File: src/rtl/dsd_mem_pkg.sv
// Shared definitions for the data-memory port arbiter.
// Holds the FSM state encoding, the requester port indices and the
// default address/data widths used by mem_port_arbiter and arb_pick.
package dsd_mem_pkg;

  localparam int ADDR_W_DEF = 16;
  localparam int DATA_W_DEF = 16;

  // Wide enough for the largest legal memory latency (7).
  localparam int CNT_W = 3;

  typedef enum logic [1:0] {
    ST_IDLE  = 2'd0,
    ST_ISSUE = 2'd1,
    ST_WAIT  = 2'd2,
    ST_RESP  = 2'd3
  } state_t;

  localparam logic PORT_FETCH = 1'b0;
  localparam logic PORT_DATA  = 1'b1;

endpackage

File: src/rtl/arb_pick.sv
// Combinational winner selection between the fetch and data ports.
// Ports:
//   req[1:0]    - pending requests, bit 0 = fetch port, bit 1 = data port
//   last_grant  - index of the port granted most recently
//   grant_valid - high when at least one request is pending
//   grant_idx   - index of the winning port (meaningful when grant_valid)
// Build option: MEM_ARB_ROUND_ROBIN_EN selects round-robin between the two
// ports on contention; without it the data port always has priority.
module arb_pick
  import dsd_mem_pkg::*;
(
  input  logic [1:0] req,
  input  logic       last_grant,
  output logic       grant_valid,
  output logic       grant_idx
);

  assign grant_valid = |req;

`ifdef MEM_ARB_ROUND_ROBIN_EN
  // On contention give the grant to whichever port did not win last time.
  always_comb begin
    grant_idx = PORT_FETCH;
    if (req[PORT_DATA] && req[PORT_FETCH]) begin
      grant_idx = ~last_grant;
    end else if (req[PORT_DATA]) begin
      grant_idx = PORT_DATA;
    end
  end
`else
  // Fixed priority: history is not needed for the decision.
  logic unused_last_grant;
  assign unused_last_grant = last_grant;
  assign grant_idx = req[PORT_DATA] ? PORT_DATA : PORT_FETCH;
`endif

endmodule

File: src/rtl/mem_port_arbiter.sv
// Shares a single-port data memory between the instruction-fetch port (0)
// and the load/store port (1). One request is served at a time: the winner's
// command is latched in IDLE, issued to memory for exactly one cycle, and for
// reads the data is captured after MEM_LATENCY cycles. Completion is signalled
// by a one-cycle ack. All outputs are registered.
// Ports:
//   clk, reset            - clock, synchronous active-high reset
//   pN_req/we/addr/wdata  - request handshake and command for port N
//   pN_ack, pN_rdata      - completion pulse and read data for port N
//   mem_*                 - memory strobes, address, write data, read data
//   busy                  - high whenever the FSM is not in IDLE
// Build option: MEM_ARB_ROUND_ROBIN_EN (see arb_pick) selects round-robin
// arbitration; the default build uses fixed priority for port 1.
module mem_port_arbiter
  import dsd_mem_pkg::*;
#(
  parameter int ADDR_W      = ADDR_W_DEF,
  parameter int DATA_W      = DATA_W_DEF,
  parameter int MEM_LATENCY = 1
) (
  input  logic              clk,
  input  logic              reset,
  input  logic              p0_req,
  input  logic              p0_we,
  input  logic [ADDR_W-1:0] p0_addr,
  input  logic [DATA_W-1:0] p0_wdata,
  output logic              p0_ack,
  output logic [DATA_W-1:0] p0_rdata,
  input  logic              p1_req,
  input  logic              p1_we,
  input  logic [ADDR_W-1:0] p1_addr,
  input  logic [DATA_W-1:0] p1_wdata,
  output logic              p1_ack,
  output logic [DATA_W-1:0] p1_rdata,
  output logic              mem_write_enable,
  output logic              mem_read_enable,
  output logic [ADDR_W-1:0] mem_address,
  output logic [DATA_W-1:0] mem_write_data,
  input  logic [DATA_W-1:0] mem_read_data,
  output logic              busy
);

  localparam logic [CNT_W-1:0] LAT_LOAD = CNT_W'(MEM_LATENCY);
  localparam logic [CNT_W-1:0] CNT_ONE  = CNT_W'(1);

  state_t             state;
  logic               last_grant;
  logic               winner;
  logic               cmd_we;
  logic [CNT_W-1:0]   lat_cnt;

  logic               grant_valid;
  logic               grant_idx;
  logic               sel_we;
  logic [ADDR_W-1:0]  sel_addr;
  logic [DATA_W-1:0]  sel_wdata;

  arb_pick u_arb_pick (
    .req         ({p1_req, p0_req}),
    .last_grant  (last_grant),
    .grant_valid (grant_valid),
    .grant_idx   (grant_idx)
  );

  assign sel_we    = (grant_idx == PORT_DATA) ? p1_we    : p0_we;
  assign sel_addr  = (grant_idx == PORT_DATA) ? p1_addr  : p0_addr;
  assign sel_wdata = (grant_idx == PORT_DATA) ? p1_wdata : p0_wdata;

  // mem_address/mem_write_data double as the latched command fields, so they
  // stay stable from ISSUE through WAIT and RESP without separate copies.
  // Enables are set on the IDLE->ISSUE edge so they are high only in ISSUE.
  always_ff @(posedge clk) begin
    if (reset) begin
      state            <= ST_IDLE;
      last_grant       <= PORT_DATA;
      winner           <= PORT_FETCH;
      cmd_we           <= 1'b0;
      lat_cnt          <= '0;
      p0_ack           <= 1'b0;
      p1_ack           <= 1'b0;
      p0_rdata         <= '0;
      p1_rdata         <= '0;
      mem_write_enable <= 1'b0;
      mem_read_enable  <= 1'b0;
      mem_address      <= '0;
      mem_write_data   <= '0;
      busy             <= 1'b0;
    end else begin
      p0_ack <= 1'b0;
      p1_ack <= 1'b0;
      case (state)
        ST_IDLE: begin
          if (grant_valid) begin
            winner           <= grant_idx;
            last_grant       <= grant_idx;
            cmd_we           <= sel_we;
            mem_address      <= sel_addr;
            mem_write_data   <= sel_wdata;
            mem_write_enable <= sel_we;
            mem_read_enable  <= ~sel_we;
            busy             <= 1'b1;
            state            <= ST_ISSUE;
          end
        end
        ST_ISSUE: begin
          mem_write_enable <= 1'b0;
          mem_read_enable  <= 1'b0;
          if (cmd_we) begin
            if (winner == PORT_DATA) p1_ack <= 1'b1;
            else                     p0_ack <= 1'b1;
            state <= ST_RESP;
          end else begin
            lat_cnt <= LAT_LOAD;
            state   <= ST_WAIT;
          end
        end
        ST_WAIT: begin
          lat_cnt <= lat_cnt - CNT_ONE;
          // Count of 1 marks the cycle in which the memory data is valid.
          if (lat_cnt == CNT_ONE) begin
            if (winner == PORT_DATA) begin
              p1_rdata <= mem_read_data;
              p1_ack   <= 1'b1;
            end else begin
              p0_rdata <= mem_read_data;
              p0_ack   <= 1'b1;
            end
            state <= ST_RESP;
          end
        end
        ST_RESP: begin
          busy  <= 1'b0;
          state <= ST_IDLE;
        end
        default: state <= ST_IDLE;
      endcase
    end
  end

endmodule

File: config.mk
export PLATFORM = sky130hd
export DESIGN_NAME = mem_port_arbiter
export DESIGN_NICKNAME = d
export VERILOG_FILES = /design/src/rtl/dsd_mem_pkg.sv /design/src/rtl/arb_pick.sv /design/src/rtl/mem_port_arbiter.sv
export SDC_FILE = /design/constraint.sdc
export NUM_CORES = 1
export LEC_CHECK = 0
export ABC_AREA = 1
export CAP_MARGIN = 0
export CORE_MARGIN = 2
export CORE_UTILIZATION = 45
export DETAILED_ROUTE_END_ITERATION = 8
export HOLD_SLACK_MARGIN = 0.03
export PLACE_DENSITY = 0.92
export SYNTH_ARGS = -nofsm -noshare
export SYNTH_HDL_FRONTEND = slang
export SYNTH_SLANG_ARGS = --single-unit
File: constraint.sdc
create_clock -name clk -period 3.2 [get_ports clk]
set_input_delay 0.32 -clock clk [delete_from_list [all_inputs] [get_ports clk]]
set_output_delay 0.32 -clock clk [all_outputs]
set_load 0.1 [all_outputs]
==> results of run 1 <==
## power groups by stage
stage / sequential (mW) / clock, mW / combinational, mW
after CTS: 1.28 / 0.713 / 2.50
after global placement: 1.29 / 0 / 2.44
final: 1.28 / 0.697 / 2.49
after detailed placement: 1.30 / 0 / 2.49
after global routing: 1.31 / 0.762 / 2.64
after floorplan: 2.53 / 0 / 0.725
## worst paths after layout
kind	start	end	slack, ns	depth (start not counted)
worst max-delay path	state[0]	p1_rdata[5]	0.78	5
worst min-delay path	p0_rdata[3]	p0_rdata[3]	0.44	2
worst max register to register	state[0]	p1_rdata[5]	0.78	5
worst min register to register	p0_rdata[3]	p0_rdata[3]	0.44	2
## cells in the mapped netlist
library cell	n
sky130_fd_sc_hd__inv_1	77
sky130_fd_sc_hd__dfxtp_1	76
sky130_fd_sc_hd__o21ai_0	75
sky130_fd_sc_hd__nor2_1	73
sky130_fd_sc_hd__nand2_1	46
sky130_fd_sc_hd__a21oi_1	40
sky130_fd_sc_hd__o21ai_1	27
sky130_fd_sc_hd__buf_6	10
sky130_fd_sc_hd__clkbuf_1	8
sky130_fd_sc_hd__ha_1	7
sky130_fd_sc_hd__buf_2	6
sky130_fd_sc_hd__nand3_1	6
sky130_fd_sc_hd__clkbuf_2	3
sky130_fd_sc_hd__inv_2	2
sky130_fd_sc_hd__nor3_1	2
sky130_fd_sc_hd__nand3b_1	1
sky130_fd_sc_hd__nand4_1	1
sky130_fd_sc_hd__nor2_4	1
sky130_fd_sc_hd__nor2_8	1
sky130_fd_sc_hd__o2111ai_1	1
sky130_fd_sc_hd__o21ai_2	1
sky130_fd_sc_hd__o21ai_4	1
## registers in the layout, summed over array words and instances (netlist names)
signal	flops
busy	1
cmd_we	1
lat_cnt	3
mem_address	16
mem_read_enable	1
mem_write_data	16
mem_write_enable	1
p0_ack	1
p0_rdata	16
p1_ack	1
p1_rdata	16
state	2
winner	1
## kinds of logic (layout without fill, tap and decap cells)
| logic type | Yosys count | count (layout) | synth area share |
|---|---|---|---|
| AOI/OAI and AO/OA | 145 | 145 | 0.2209 |
| and+or+nand+nor | 131 | 131 | 0.1578 |
| buffers and inverters | 106 | 251 | 0.1437 |
| adders and majority gates | 7 | 7 | 0.02599 |
| DFF | 76 | 76 | 0.4515 |
## cell type report
type	count	area [um2]
clock buffer	9	123.9
clock inverter	7	67.56
fill	566	2205
inverter	79	296.5
multi-input combinational	283	1364
sequential	76	1521
tap	99	123.9
timing repair buffer	156	1551
## per-layer routing
metal  GRT usage  part of all wire
met3     0.08180             0.099
met4     0.08462             0.017
met2      0.3619              0.47
met5           0                 0
met1      0.2333              0.41
## worst max-delay path: stages, from the launching register on
cell,delay (ns)
sky130_fd_sc_hd__dfxtp_1,0.36
sky130_fd_sc_hd__inv_1,0.14
sky130_fd_sc_hd__ha_1,0.27
sky130_fd_sc_hd__nand4_1,0.85
sky130_fd_sc_hd__o21ai_0,0.57
sky130_fd_sc_hd__a21oi_1,0.07
## layout by cell type, fill, tap and decap left out
cell type                         synthesis  final
sky130_fd_sc_hd__a21oi_1                 40     40
sky130_fd_sc_hd__buf_2                    6      1
sky130_fd_sc_hd__buf_4                    0      2
sky130_fd_sc_hd__bufinv_16                0      1
sky130_fd_sc_hd__clkbuf_8                 0      9
sky130_fd_sc_hd__clkdlybuf4s50_1          0    153
sky130_fd_sc_hd__clkinv_2                 0      4
sky130_fd_sc_hd__clkinv_4                 0      2
sky130_fd_sc_hd__dfxtp_1                 76     76
sky130_fd_sc_hd__ha_1                     7      7
sky130_fd_sc_hd__inv_1                   77     77
sky130_fd_sc_hd__inv_2                    2      2
sky130_fd_sc_hd__nand2_1                 46     46
sky130_fd_sc_hd__nand3_1                  6      6
sky130_fd_sc_hd__nand3b_1                 1      1
sky130_fd_sc_hd__nand4_1                  1      1
sky130_fd_sc_hd__nor2_1                  73     73
sky130_fd_sc_hd__nor2_4                   1      1
sky130_fd_sc_hd__nor2_8                   1      1
sky130_fd_sc_hd__nor3_1                   2      2
sky130_fd_sc_hd__o2111ai_1                1      1
sky130_fd_sc_hd__o21ai_0                 75     75
sky130_fd_sc_hd__o21ai_1                 27     27
sky130_fd_sc_hd__o21ai_2                  1      1
sky130_fd_sc_hd__o21ai_4                  1      1
## through the flow
stage,setup WS (ns),hold slack [ns],instance area (um2),std cells
5_1_grt,0.4301,0.4615,5049,709
6_report,0.7842,0.4444,5049,709
3_5_place_dp,0.7787,0.4355,4857,693
2_1_floorplan,1.855,0.3891,3369,465
3_3_place_gp,1.035,0.4311,4857,693
4_1_cts,0.7620,0.4469,5049,709
==> parameters.txt, run 1 <==
Parameter                              Value

Route
  Iteration-0 DRC Markers ... just over 80
  Count of vias placed by the detailed router ... between 3000 and 4000
  Final WL ... 8592 um
  TritonRoute pass-1 iters ... 4
  Count of antenna-violating nets left after detailed routing ... 0
  DRC violation count after routing ... 0
  Avg WL per Cell ... 12.12 um
  Routed vias/inst ... around 4.8

Global route
  Initial antenna violation count ... 0
  All-layer global routing usage ... 0.2108
  Global-route wire length before repair ... about 14000 um
  Number of global-route vias before repair ... approximately 3100
  Total congestion overflow ... 0
  Pin count of the biggest net entering global routing ... 71

Timing
  Pin slew with the least headroom to its limit ... 1.046 ns
  Final min period ... ~2.4 ns
  Count of endpoints failing setup in the final report ... 0
  Clock Skews ... 0.004461 ns
  Final hold violation count ... 0
  RSZ-0062 raised after global routing ... no
  Final worst path period share ... 0.7549
  Pins over their slew limit ... 0
  Setup Total Neg Slack ... 0 ns
  Worst slew margin relative to its limit ... 0.3003
  Fmax achieved ... 413.9 MHz

Outcome
  Status ... finished clean

Floorplan
  Number of placement rows ... 31
  Die area ... 8196 um2
  Starting density of the core ... 0.4646
  Die boundary width ... ~91 um
  Vertical die dimension ... a little over 90 um
  Number of I/O pins ... roughly 160
  Core Area ... roughly 7300 um2

Yosys
  Synth area leaders ... sky130_fd_sc_hd__dfxtp_1 45%, sky130_fd_sc_hd__o21ai_0 11%, sky130_fd_sc_hd__inv_1 8.6%
  Net count after synthesis ... between 500 and 600
  Unique masters post-synth ... 22
  Fraction of the yosys area taken by sequential cells ... 0.4515
  Count of mapped cells out of synthesis ... between 400 and 500
  Number of synthesized register bits ... 76
  Share of the synthesized area in the top cell type ... 0.4515
  Warnings from Yosys ... 0
  Synth Cell Area ... around 3400 um2
  Cell type contributing the most total cell area after synthesis ... sky130_fd_sc_hd__dfxtp_1
  Average footprint of a synthesized cell ... 7.246 um2

Layout
  Post-layout net count ... 698
  Diode count ... 0
  Finished Core Util ... 0.6961
  Share of cells above drive strength 1 ... 0.04098
  Layout-stage area growth over the synthesis result ... 49.83%

Worst setup path
  Arrival time at the worst endpoint ... 2.60 ns
  Largest fanout of any net on the critical path ... 32
  Data required time of the worst path ... 3.38 ns
  Category of the most critical setup path ... reg -> reg
  Crit start category ... flip-flop
  Crit end category ... flip-flop

Clock network
  Post-cts resize count ... 0
  Clock tree from TritonCTS ... built
  Clock transition time at the flip-flop clock pins of the worst setup and hold paths ... 0.08 ns
  Post-cts hold buffer count ... 0
  Number of buffers inserted during clock tree synthesis ... 9
  Number of clock sinks ... between 70 and 80
  Buffer cell driving the clock tree root ... sky130_fd_sc_hd__clkbuf_8
  Post-CTS setup buffers ... 0
  H-tree levels ... 3
  Worst-Skew Late Latency ... around 0.33 ns
  Maximum clock insertion buffer count ... 2

Power and ir drop
  Tot Pwr ... between 4 and 5 mW
  Clock Power Share ... 0.156
  Maximum vdd drop ... about 0.52 mV
  Switching Share ... 0.5215
  Sequential share of power ... 0.287
  Cell-internal power ... 2.139 mW
  Fraction of power consumed by combinational cells ... 0.557
  Areal power density over the cells ... between 800 and 900 nW/um2
  Pleak ... a little over 2 nW
  Power dissipated by switching net loads ... roughly 2.3 mW

Job
  Maxcap violations ... 0

Placed design
  Placed wire-length estimate after detailed placement ... around 6500 um
  Number of I/O port buffers ... roughly 150
  GPL Wtd Cong ... a little under 0.9

Min path
  Hold WC Path Type ... reg -> reg
Note: power is estimated with default switching activity, not from simulation.
==> inputs of run 2 (changes only) <==
Settings changed: CORE_UTILIZATION 45 to 37, PLACE_DENSITY 0.92 to 0.82.
Clock period 3.2 ns to 2 ns, I/O delays scaled along.
==> parameters.txt, run 2 (synthesis gave the netlist of run 1 again) <==
Parameter                              Value

Route
  Count of antenna-violating nets left after detailed routing ... 0 (unchanged)
  Count of vias placed by the detailed router ... 3427 (+1.7%)
  Final WL ... 8774 um (+2.1%)
  Avg WL per Cell ... 12.14 um (+0.14%)
  TritonRoute pass-1 iters ... 4 (unchanged)
  Routed vias/inst ... 4.740 (-0.31%)
  Iteration-0 DRC Markers ... 95 (+16%)
  DRC violation count after routing ... 0 (unchanged)

Timing
  Pins over their slew limit ... 0 (unchanged)
  Count of endpoints failing setup in the final report ... 0 (unchanged)
  Final min period ... 1.643 ns (-0.7731 ns)
  RSZ-0062 raised after global routing ... no
  Final hold violation count ... 0 (unchanged)
  Clock Skews ... 0.007196 ns (+0.002735 ns)
  Setup Total Neg Slack ... 0 ns (unchanged)
  Worst slew margin relative to its limit ... 0.6807 (+0.3805)
  Final worst path period share ... 0.8213 (+0.06641)
  Fmax achieved ... 608.8 MHz (+47%)
  Pin slew with the least headroom to its limit ... 0.4789 ns (-0.5676 ns)

Clock network
  Maximum clock insertion buffer count ... 2 (unchanged)
  Post-cts resize count ... 0 (unchanged)
  Post-CTS setup buffers ... 0 (unchanged)
  Clock tree from TritonCTS ... built
  Post-cts hold buffer count ... 0 (unchanged)
  H-tree levels ... 3 (unchanged)
  Number of buffers inserted during clock tree synthesis ... 9 (unchanged)
  Buffer cell driving the clock tree root ... sky130_fd_sc_hd__clkbuf_8
  Worst-Skew Late Latency ... 0.34 ns (about the same)
  Number of clock sinks ... 76 (unchanged)
  Clock transition time at the flip-flop clock pins of the worst setup and hold paths ... 0.08 ns (about the same)

Global route
  All-layer global routing usage ... 0.1778 (-0.03301)
  Initial antenna violation count ... 0 (unchanged)
  Total congestion overflow ... 0 (unchanged)
  Number of global-route vias before repair ... 3146 (+0.22%)
  Global-route wire length before repair ... 14210 um (about the same)
  Pin count of the biggest net entering global routing ... 45 (-37%)

Worst setup path
  CP peak stage delay ... 0.41 ns (-0.44 ns)
  CP top delay family ... simple AND/OR/NAND/NOR gates
  Crit start category ... flip-flop
  Slowest-stage cell, CP ... sky130_fd_sc_hd__nor2_8
  Cell-by-cell listing of the critical path ... inv_1 -> ha_1 -> inv_2 -> nor2_8 -> o21ai_0 -> a21oi_1
  Category of the most critical setup path ... reg -> reg
  Crit end category ... flip-flop
  Data required time of the worst path ... 2.28 ns (-1.10 ns)
  Buffering stage count on the worst path with inverters included ... 2 (+1)
  Arrival time at the worst endpoint ... 1.92 ns (-0.68 ns)
  Largest fanout of any net on the critical path ... 37 (+16%)

Power and ir drop
  Maximum vdd drop ... 1.014 mV (+96%)
  Areal power density over the cells ... 1478 nW/um2 (+67%)
  Pleak ... 2.250 nW (+8.9%)

Floorplan
  Die area ... 9886 um2 (+21%)
  Number of placement rows ... 34 (+9.7%)
  Core Area ... 8763 um2 (+21%)
  Die boundary width ... 99.43 um (+9.8%)
  Starting density of the core ... 0.3845 (-0.08006)
  Number of I/O pins ... 155 (unchanged)
  Vertical die dimension ... 99.43 um (+9.8%)

Placed design
  Placed Cells incl. Taps ... 707 (+2.0%)
  Number of I/O port buffers ... 154 (unchanged)
  Placed wire-length estimate after detailed placement ... 6611 um (+2.2%)
  Total placed instance area ... 4758 um2 (-2.0%)
  GPL Wtd Cong ... 0.8293 (-5.2%)

Layout
  Most frequent cells in the layout ... 84 x sky130_fd_sc_hd__clkdlybuf4s50_1, 77 x sky130_fd_sc_hd__inv_1, 76 x sky130_fd_sc_hd__dfxtp_1
  Cell area after layout ... 5017 um2 (-0.62%)
  Share of cells above drive strength 1 ... 0.1610 (+0.1200)
  Commonest non-fill, non-tap cell in the layout ... sky130_fd_sc_hd__clkdlybuf4s50_1
  Layout-stage area growth over the synthesis result ... 48.90%
  Non-filler instance count after layout ... 723 (+2.0%)
  Post-layout net count ... 703 (+0.72%)
  Number of filler cells placed in the layout ... 794 (+40%)
  Finished Core Util ... 0.5725 (-0.1235)
  Diode count ... 0 (unchanged)

Outcome
  Status ... finished clean

Job
  Maxcap violations ... 0 (unchanged)

Min path
  Hold WC Path Type ... in -> reg
-- run 2: cell types whose count changed in the layout (fill, tap and decap cells not counted) --
cell / previous run / this run
sky130_fd_sc_hd__clkbuf_8: 9 / 11
sky130_fd_sc_hd__clkinv_2: 4 / 0
sky130_fd_sc_hd__clkdlybuf4s50_1: 153 / 84
sky130_fd_sc_hd__buf_12: 0 / 2
sky130_fd_sc_hd__buf_4: 2 / 74
sky130_fd_sc_hd__bufinv_16: 1 / 3
-- run 2: power breakdown --
group	switching (mW)	internal, mW
logic	2.97	0.913
clock network	0.560	0.901
registers	0.208	1.86
-- run 2: cell type report --
cell class	count	area [um2]	share of cell area
timing repair buffer	161	1441	0.2873
clock buffer	11	151.4	0.03017
multi-input combinational	283	1364	0.2718
clock inverter	5	107.6	0.02145
sequential	76	1521	0.3032
inverter	79	296.5	0.05910
tap	108	135.1	0.02693
-- run 2: path summary, 6_finish.rpt --
kind | end | slack, ns | start | cells past startpoint
worst max-delay path | busy | 0.36 | state[0] | 6
worst min-delay path | winner | 0.22 | p1_req | 3
worst max register to register | busy | 0.36 | state[0] | 6
worst min register to register | p0_rdata[4] | 0.44 | p0_rdata[4] | 2
-- run 2: through the flow --
step	hold WS [ns]	power (mW)	setup slack (ns)
floorplan	0.2691	5.201	0.6545
global placement	0.4301	5.913	0.4333
detailed placement	0.4343	5.990	0.3533
CTS	0.2038	7.477	0.3547
global route	0.2181	7.797	0.1681
finish	0.2233	7.413	0.3573
-- run 2: per-layer routing --
metal	vias to the layer above	GRT usage	wire, um
met3	20	0.04076	767
met1	1516	0.2077	3772
li1	1752	-	-
met2	139	0.3061	3996
met5	-	0	0
met4	0	0.08746	237
-- run 2: tightest hold or removal path: stages --
cell                      delay [ns]
sky130_fd_sc_hd__buf_2          0.16
sky130_fd_sc_hd__nand2_1        0.10
sky130_fd_sc_hd__a21oi_1        0.06
==> inputs of run 3 (changes only) <==
Clock period 2 ns to 1.5 ns, I/O delays scaled along.
==> parameters.txt, run 3 (synthesis gave the netlist of run 1 again) <==
Parameter                              Value

Outcome
  Status ... finished clean

Power and ir drop
  Clock Power Share ... 0.182 (-0.015)
  Areal power density over the cells ... 1903 nW/um2 (+29%)
  Pleak ... 2.511 nW (+12%)
  Cell-internal power ... 6.034 mW (+64%)
  Fraction of power consumed by combinational cells ... 0.559 (+0.035)
  Power dissipated by switching net loads ... 5.371 mW (+44%)
  Sequential share of power ... 0.259 (-0.020)
  Maximum vdd drop ... 1.081 mV (+6.6%)
  Switching Share ... 0.4710 (-0.03373)

Timing
  Count of endpoints failing setup in the final report ... 0 (unchanged)
  Final worst path period share ... 0.9695 (+0.1482)
  Pins over their slew limit ... 0 (unchanged)
  Pin slew with the least headroom to its limit ... 0.2548 ns (-0.2242 ns)
  Worst hold-check slack ... 0.1941 ns (-0.02915 ns)
  Clock Skews ... 0.007620 ns (+0.0004243 ns)
  Final worst setup slack ... 0.04575 ns (-0.3116 ns)
  Worst slew margin relative to its limit ... 0.8284 (+0.1477)
  Setup Total Neg Slack ... 0 ns (unchanged)
  Final min period ... 1.454 ns (-0.1884 ns)
  Final hold violation count ... 0 (unchanged)
  Fmax achieved ... 687.6 MHz (+13%)
  RSZ-0062 raised after global routing ... yes

Layout
  Diode count ... 0 (unchanged)
  Commonest non-fill, non-tap cell in the layout ... sky130_fd_sc_hd__clkdlybuf4s50_1
  Cell area after layout ... 5995 um2 (+19%)
  Post-layout net count ... 708 (+0.71%)
  Layout-stage area growth over the synthesis result ... 77.91%
  Finished Core Util ... 0.6840 (+0.1115)
  Most frequent cells in the layout ... 84 x sky130_fd_sc_hd__clkdlybuf4s50_1, 77 x sky130_fd_sc_hd__inv_1, 75 x sky130_fd_sc_hd__dfxtp_1, 75 x sky130_fd_sc_hd__buf_12
  Share of cells above drive strength 1 ... 0.1742 (+0.01322)
  Number of filler cells placed in the layout ... 673 (-15%)

Global route
  Total congestion overflow ... 0 (unchanged)
  Most congested layer reported by global routing ... met2
  Met3 routing resource usage after global routing ... 0.05060 (+0.009838)
  Global-route wire length before repair ... 15940 um (+12%)
  Initial antenna violation count ... 0 (unchanged)
  Met1 GRT Util ... 0.2210 (+0.01328)
  Number of global-route vias before repair ... 3440 (+9.3%)
  Pin count of the biggest net entering global routing ... 65 (+44%)
  All-layer global routing usage ... 0.1994 (+0.02155)
  Global routing met2 resource utilization ... 0.3628 (+0.05665)

Placed design
  Total placed instance area ... 5702 um2 (+20%)
  Worst-case setup slack after placement ... -0.06448 ns (-0.4178 ns)
  Number of I/O port buffers ... 154 (unchanged)
  GPL Wtd Cong ... 0.8437 (+1.7%)
  Placed wire-length estimate after detailed placement ... 7452 um (+13%)

Min path
  Hold WC Path Type ... in -> reg

Clock network
  H-tree levels ... 3 (unchanged)
  Post-CTS setup buffers ... 0 (unchanged)
  Maximum clock insertion buffer count ... 2 (unchanged)
  Worst-Skew Late Latency ... 0.34 ns (about the same)
  Number of buffers inserted during clock tree synthesis ... 9 (unchanged)
  Buffer cell driving the clock tree root ... sky130_fd_sc_hd__clkbuf_8
  Number of clock sinks ... 76 (unchanged)
  Clock tree from TritonCTS ... built
  Clock transition time at the flip-flop clock pins of the worst setup and hold paths ... 0.09 ns (about the same)

Worst setup path
  CP top delay family ... buffers and inverters
  Crit start category ... flip-flop
  Buffering stage count on the worst path with inverters included ... 2 (unchanged)
  Category of the most critical setup path ... reg -> reg
  Slowest-stage cell, CP ... sky130_fd_sc_hd__dfxtp_1
  Cell-by-cell listing of the critical path ... inv_1 -> ha_2 -> nand4_1 -> buf_12 -> o21ai_0 -> a21oi_1
  Arrival time at the worst endpoint ... 1.68 ns (-0.24 ns)
  Largest fanout of any net on the critical path ... 32 (-14%)
  Data required time of the worst path ... 1.73 ns (-0.55 ns)
  Crit end category ... flip-flop
  CP peak stage delay ... 0.32 ns (-0.09 ns)

Floorplan
  Die boundary width ... 99.43 um (unchanged)
  Starting density of the core ... 0.3845 (unchanged)
  Number of placement rows ... 34 (unchanged)
  Die area ... 9886 um2 (unchanged)
  Vertical die dimension ... 99.43 um (unchanged)
  Number of I/O pins ... 155 (unchanged)
  Core Area ... 8763 um2 (unchanged)

Route
  TritonRoute pass-1 iters ... 4 (unchanged)
  Count of vias placed by the detailed router ... 3479 (+1.5%)
  Routed vias/inst ... 4.779 (+0.82%)
  Final WL ... 9778 um (+11%)
  DRC violation count after routing ... 0 (unchanged)
  Iteration-0 DRC Markers ... 130 (+37%)
  Avg WL per Cell ... 13.43 um (+11%)
  Count of antenna-violating nets left after detailed routing ... 0 (unchanged)

Job
  Maxcap violations ... 0 (unchanged)
[run 3: metrics by stage]
stage | std cells | power, mW
5_1_grt | 728 | 11.91
6_report | 728 | 11.41
2_1_floorplan | 465 | 6.935
3_5_place_dp | 711 | 9.286
4_1_cts | 728 | 11.42
3_3_place_gp | 711 | 9.128
[run 3: worst paths after layout]
path / endpoint / from / slack (ns) / depth (start not counted)
setup / recovery: p1_rdata[2] / state[0] / 0.05 / 6
hold / removal: winner / p1_req / 0.19 / 3
setup reg to reg: p1_rdata[2] / state[0] / 0.05 / 6
hold reg to reg: p0_ack / winner / 0.48 / 1
[run 3: tightest hold or removal path, delay by kind of cell]
kind	cells	cell delay, ns
simple gates	1	0.09
buf+inv	1	0.18
compound gates	1	0.06
[run 3: layout make-up]
cell class,count,area [um2],share of cell area
Inverter,79,299.0,0.04989
Sequential cell,76,1523,0.2540
Multi-Input combinational cell,284,1383,0.2306
Tap cell,108,135.1,0.02254
Clock buffer,9,123.9,0.02066
Clock inverter,7,146.4,0.02442
Timing Repair Buffer,165,2385,0.3978
[run 3: power groups by stage]
stage | combinational (mW) | sequential [mW] | clock [mW]
6_report | 6.37 | 2.96 | 2.08
4_1_cts | 6.35 | 2.95 | 2.12
5_1_grt | 6.69 | 3.01 | 2.21
3_5_place_dp | 6.30 | 2.99 | 0
3_3_place_gp | 6.16 | 2.97 | 0
2_1_floorplan | 1.55 | 5.39 | 0
[run 3: metal layers]
layer | wire length [um] | up-vias
li1 | - | 1763
met1 | 3923 | 1548
met2 | 4907 | 145
met4 | 196 | 0
met3 | 751 | 23
met5 | 0 | -
[run 3: repair_timing]
item | in CTS | in global routing
resized for setup | 1 | 6
setup endpoints to repair | 21 | 57
cloned | 1 | 0
pin swaps | 1 | 0
hold buffers | 0 | 0
